<file path="src/rtl/ndiag_seq_mux_if.sv">
// ndiag_seq_mux_if: channel-sequencer bus (controls, packed channels, presented output).
// Optional ch_mask member under NDIAG_SEQ_MASK_EN.
`default_nettype none

interface ndiag_seq_mux_if #(
  parameter int N = 4,
  parameter int W = 32
);
  localparam int IW = $clog2(N);

  logic           start;
  logic           one_shot;
  logic           diag_done;
`ifdef NDIAG_SEQ_MASK_EN
  logic [N-1:0]   ch_mask;
`endif
  logic [N*W-1:0] bu_in;
  logic [W-1:0]   ndiag_out;
  logic           ndiag_valid;
  logic [IW-1:0]  ch_idx;
  logic           seq_done;
  logic           busy;

  modport master (
    output start, one_shot, diag_done,
`ifdef NDIAG_SEQ_MASK_EN
    output ch_mask,
`endif
    output bu_in,
    input  ndiag_out, ndiag_valid, ch_idx, seq_done, busy
  );

  modport slave (
    input  start, one_shot, diag_done,
`ifdef NDIAG_SEQ_MASK_EN
    input  ch_mask,
`endif
    input  bu_in,
    output ndiag_out, ndiag_valid, ch_idx, seq_done, busy
  );
endinterface

`default_nettype wire

</file>
<file path="src/rtl/ndiag_seq_mux.sv">
// +--------------------------------------------------------------------------+
// | ndiag_seq_mux: round-robin channel sequencer for the non-diagonal stage.  |
// | Optional per-channel enable mask: define NDIAG_SEQ_MASK_EN.               |
// | Revision: 1.0                                                             |
// +--------------------------------------------------------------------------+
`default_nettype none

module ndiag_seq_mux #(
  parameter int N = 4,
  parameter int W = 32
) (
  input  wire             clock,
  input  wire             areset_n,
  ndiag_seq_mux_if.slave  bus
);
  localparam int IW = $clog2(N);

  typedef enum logic [1:0] {
    S_IDLE = 2'd0,
    S_RUN  = 2'd1,
    S_DONE = 2'd2
  } state_t;

  state_t        r_state;
  logic [IW-1:0] r_ch_idx;
  logic [W-1:0]  r_ndiag_out;
  logic          r_valid;
  logic          r_seq_done;
  logic          r_one_shot;

  logic          w_any;
  logic [IW-1:0] w_first;
  logic [IW-1:0] w_next;
  logic          w_last;
  logic [W-1:0]  w_first_data;
  logic [W-1:0]  w_next_data;
  logic [W-1:0]  w_cur_data;

`ifdef NDIAG_SEQ_MASK_EN
  assign w_any = |bus.ch_mask;

  // next() only matters when an enabled index above the current one exists,
  // so "lowest enabled index greater than current" covers the circular search.
  always_comb begin
    w_first = '0;
    w_next  = '0;
    w_last  = 1'b1;
    for (int k = N - 1; k >= 0; k--) begin
      if (bus.ch_mask[k]) begin
        w_first = IW'(k);
      end
    end
    for (int k = N - 1; k >= 0; k--) begin
      if (bus.ch_mask[k] && (k > int'(r_ch_idx))) begin
        w_next = IW'(k);
        w_last = 1'b0;
      end
    end
  end
`else
  assign w_any   = 1'b1;
  assign w_first = '0;
  assign w_next  = r_ch_idx + 1'b1;
  assign w_last  = (int'(r_ch_idx) == (N - 1));
`endif

  assign w_first_data = bus.bu_in[int'(w_first) * W +: W];
  assign w_next_data  = bus.bu_in[int'(w_next) * W +: W];
  assign w_cur_data   = bus.bu_in[int'(r_ch_idx) * W +: W];

  always_ff @(posedge clock or negedge areset_n) begin
    if (!areset_n) begin
      r_state     <= S_IDLE;
      r_ch_idx    <= '0;
      r_ndiag_out <= '0;
      r_valid     <= 1'b0;
      r_seq_done  <= 1'b0;
      r_one_shot  <= 1'b0;
    end else begin
      r_seq_done <= 1'b0;
      case (r_state)
        S_IDLE, S_DONE: begin
          if (bus.start && w_any) begin
            r_state     <= S_RUN;
            r_ch_idx    <= w_first;
            r_ndiag_out <= w_first_data;
            r_valid     <= 1'b1;
            r_one_shot  <= bus.one_shot;
          end else begin
            r_state <= S_IDLE;
          end
        end
        S_RUN: begin
`ifdef NDIAG_SEQ_MASK_EN
          if (!w_any) begin
            r_state <= S_IDLE;
            r_valid <= 1'b0;
          end else
`endif
          if (bus.start) begin
            r_ch_idx    <= w_first;
            r_ndiag_out <= w_first_data;
            r_one_shot  <= bus.one_shot;
          end else if (bus.diag_done) begin
            if (w_last) begin
              r_seq_done <= 1'b1;
              if (r_one_shot) begin
                r_state <= S_DONE;
                r_valid <= 1'b0;
              end else begin
                r_ch_idx    <= w_first;
                r_ndiag_out <= w_first_data;
              end
            end else begin
              r_ch_idx    <= w_next;
              r_ndiag_out <= w_next_data;
            end
          end else begin
            r_ndiag_out <= w_cur_data;
          end
        end
        default: begin
          r_state <= S_IDLE;
          r_valid <= 1'b0;
        end
      endcase
    end
  end

  assign bus.ndiag_out   = r_ndiag_out;
  assign bus.ndiag_valid = r_valid;
  assign bus.busy        = r_valid;
  assign bus.ch_idx      = r_ch_idx;
  assign bus.seq_done    = r_seq_done;

endmodule

`default_nettype wire

</file>
<file path="src/flat_wrapper.sv">
// flat-port wrapper written by rule: the top's interface ports become plain ports
module ndiag_seq_mux_flat 
#(
  parameter int N = 4,
  parameter int W = 32
)
  (clock, areset_n, bus_start, bus_one_shot, bus_diag_done, bus_bu_in, bus_ndiag_out, bus_ndiag_valid, bus_ch_idx, bus_seq_done, bus_busy);
  ndiag_seq_mux_if #(.N(N), .W(W)) bus_i ();
  input  wire clock;
  input  wire areset_n;
  input wire logic [$bits(bus_i.start)-1:0] bus_start;
  input wire logic [$bits(bus_i.one_shot)-1:0] bus_one_shot;
  input wire logic [$bits(bus_i.diag_done)-1:0] bus_diag_done;
  input wire logic [$bits(bus_i.bu_in)-1:0] bus_bu_in;
  output wire logic [$bits(bus_i.ndiag_out)-1:0] bus_ndiag_out;
  output wire logic [$bits(bus_i.ndiag_valid)-1:0] bus_ndiag_valid;
  output wire logic [$bits(bus_i.ch_idx)-1:0] bus_ch_idx;
  output wire logic [$bits(bus_i.seq_done)-1:0] bus_seq_done;
  output wire logic [$bits(bus_i.busy)-1:0] bus_busy;
  assign bus_i.start = bus_start;
  assign bus_i.one_shot = bus_one_shot;
  assign bus_i.diag_done = bus_diag_done;
  assign bus_i.bu_in = bus_bu_in;
  assign bus_ndiag_out = bus_i.ndiag_out;
  assign bus_ndiag_valid = bus_i.ndiag_valid;
  assign bus_ch_idx = bus_i.ch_idx;
  assign bus_seq_done = bus_i.seq_done;
  assign bus_busy = bus_i.busy;
  ndiag_seq_mux #(.N(N), .W(W)) u_core (.clock(clock), .areset_n(areset_n), .bus(bus_i));
endmodule
</file>
<file path="config.mk">
export PLATFORM = sky130hd
export DESIGN_NAME = ndiag_seq_mux_flat
export DESIGN_NICKNAME = d
export VERILOG_FILES = /design/src/rtl/ndiag_seq_mux_if.sv /design/src/rtl/ndiag_seq_mux.sv /design/src/flat_wrapper.sv
export SDC_FILE = /design/constraint.sdc
export NUM_CORES = 1
export LEC_CHECK = 0
export BUFFER_PORTS_ARGS = -buffer_cell sky130_fd_sc_hd__clkbuf_2
export CAP_MARGIN = 15
export CORE_MARGIN = 2
export CORE_UTILIZATION = 51
export CTS_BUF_LIST = sky130_fd_sc_hd__clkbuf_4 sky130_fd_sc_hd__clkbuf_8
export DETAILED_ROUTE_END_ITERATION = 8
export PLACE_DENSITY_LB_ADDON = 0.25
export SLEW_MARGIN = 5
export SYNTH_ARGS = -nofsm -noshare
export SYNTH_HDL_FRONTEND = slang
export SYNTH_SLANG_ARGS = --single-unit
</file>
<file path="constraint.sdc">
create_clock -name clock -period 2.38 [get_ports clock]
set_input_delay 0.238 -clock clock [delete_from_list [all_inputs] [get_ports clock]]
set_output_delay 0.238 -clock clock [all_outputs]
set_load 0.05 [all_outputs]
</file>
==> metrics.csv <==
metric,value,unit
status,"complete, no violations",
root buf cell,clkbuf_8,
GRT Residual Overflow,0,
Pre-antenna DRT Iters,4,
total number of vias,4081,
worst path required time,2.55,ns
antenna violations before repair,0,
crit path kind,reg2reg,
"Seq/Total Area, Yosys",0.239,
"most used cell, CP",buf_4,
clock skew,0.00500,ns
Mapped Cells,408,
RSZ-0062 raised after global routing,no,
Sink Count,39,
Period minus WS final,2.10,ns
Layout Utilization,0.654,
post-synth top area share,0.239,
Final Setup Violations,0,
synth-to-layout area growth,23.8,%
DR WL/cell,18.6,µm
Final GP Congestion,0.830,
I/O pin count,170,
clk_lat worst skew,0.29,ns
Synth Warn #,0,
Syn Area/Cell,10.0,µm²
final net count,701,
share of layout cells above drive strength 1,0.475,
Chip Width,93.5,µm
Finished Cell Area,5060,µm²
"Slew Viols, Final",0,
drt drc,0,
MaxCap Viol Count,0,
Lkg Pwr,2.21,nW
final wirelength,12400,µm
crit path buf inv count,3,
post_cts resized,0,
cell taking the most area after synthesis,dfrtp_1,
dpl ws,0.314,ns
PortBufs,169,
worst hold slack,0.0503,ns
CP top delay family,compound AO/OA/AOI/OAI gates,
Synthesized Nets,543,
first-pass GRT wire length,19500,µm
Final WS setup,0.283,ns
total CTS buffers,5,
Crit Path Max Fanout,13,
Clock Tree Buf Depth,2,
vias in the first global route,3989,
dpl hpwl,9190,µm
Synth cell types,39,
Placed Cells,661,
clk slew on worst S/H paths,0.08,ns
period utilisation layout,0.881,
Initial Util,0.529,
Placed Area,4970,µm²
fin cells,668,
gr usage total,0.284,
Tot Pwr,5.52,mW
critical path capture point type,flop,
Relative slew margins,0.387,
Post-CTS Repair Setup Buffers,0,
FILL cells,651,
Sum Neg Setup Slack,0,ns
"EDFF count, synth",0,
Die Y,93.5,µm
"FF+latch count, synth",39,
CP Launch Type,flop,
worst-path cell chain,buf_4 -> ha_1 -> buf_4 -> inv_1 -> a2bb2oi_1 -> a311oi_1 -> o31ai_1,
fmax,0.477,GHz
cts hold-fix bufs,0,
Post-synth top flop,dfrtp_1,
most frequent cells in the layout,"clkbuf_2 (169), mux2i_1 (60), dfrtp_1 (38)",
"Async S/R FF share, synth",1.00,
Initial DRC Count,208,
Power Dens Cells,1090,nW/µm²
Synth Cell Area,4090,µm²
max incr delay on CP,0.43,ns
synth top area cells,"dfrtp_1 (24%), mux4_2 (18%), mux2i_1 (15%)",
Worst VDD drop,1.18,mV
Worst Hold Class,in2async,
die area,8750,µm²
largest net degree at the start of global routing,32,
WP data arrival,2.27,ns
routed vias/inst,6.11,
Core Box Area,7730,µm²
worst slew pin tran,0.920,ns
ANT cells,0,
"most common cell after layout, fill and taps aside",clkbuf_2,
TritonCTS clock tree,built,
"Slowest-stage cell, CP",ha_1,
H-tree depth,2,
final hold violations,0,
Final ANT Viol Nets,0,
Row Count,32,
## kinds of logic after synthesis
family / count (synthesis) / synth area share
mux: 95 / 0.332
simple gates: 121 / 0.164
fa+ha+maj: 2 / 0.00612
compound gates: 108 / 0.188
flops: 39 / 0.239
buf+inv: 43 / 0.0713
## per-layer routing
layer | vias to the layer above | part of all wire | global-route usage
li1 | 1871 | - | -
met1 | 2007 | 0.40 | 0.375
met2 | 189 | 0.52 | 0.484
met3 | 14 | 0.071 | 0.0459
met4 | 0 | 0.012 | 0.0797
met5 | - | 0 | 0
## worst paths after layout
| check | start | endpoint | slack [ns] | cells past startpoint |
|---|---|---|---|---|
| setup / recovery | u_core.bus.ch_idx[1] | u_core.bus.ndiag_out[29] | 0.28 | 7 |
| hold / removal | areset_n | u_core.bus.ndiag_out[1] | 0.05 | 1 |
| setup reg to reg | u_core.bus.ch_idx[1] | u_core.bus.ndiag_out[29] | 0.28 | 7 |
| hold reg to reg | u_core.bus.ndiag_out[29] | u_core.bus.ndiag_out[29] | 0.48 | 2 |
| max in group asynchronous | areset_n | u_core.bus.busy | 1.63 | 2 |
| min in group clock | bus_one_shot | u_core.r_one_shot | 0.19 | 2 |
## worst register-to-register path, stage by stage (launching register included)
cell and delay, ns:
dfrtp_1 0.41, buf_4 0.26, ha_1 0.43, buf_4 0.22, inv_1 0.08, a2bb2oi_1 0.15, a311oi_1 0.32, o31ai_1 0.11
## power breakdown
| part | leakage, nW | switching [mW] | internal [mW] |
|---|---|---|---|
| logic | 1.71 | 2.43 | 1.59 |
| registers | 0.451 | 0.159 | 0.876 |
| clock network | 0.0452 | 0.242 | 0.225 |
| total | 2.21 | 2.84 | 2.69 |
## sequential cells by signal, indices dropped and copies added (netlist names)
name,flops
u_core.r_state,2
u_core.r_one_shot,1
u_core.bus.seq_done,1
u_core.bus.ndiag_out,32
u_core.bus.ch_idx,2
u_core.bus.busy,1
## area by class of cell
type	count	area, µm²	area share
tap	102	128	0.0252
sequential	39	977	0.193
inverter	2	7.51	0.00148
timing repair buffer	192	1030	0.204
multi-input combinational	326	2830	0.560
clock buffer	7	83.8	0.0166
## cell usage after synthesis, types with 10 or more instances
cell type and number:
nor2_1 11, o21a_1 27, o211ai_1 28, dfrtp_1 39, nand2b_1 29, clkbuf_1 10, buf_2 11, or2_2 28
mux4_2 32, a31oi_1 30, mux2i_1 60, nand2_1 35
(Power assumes the default switching activity.)
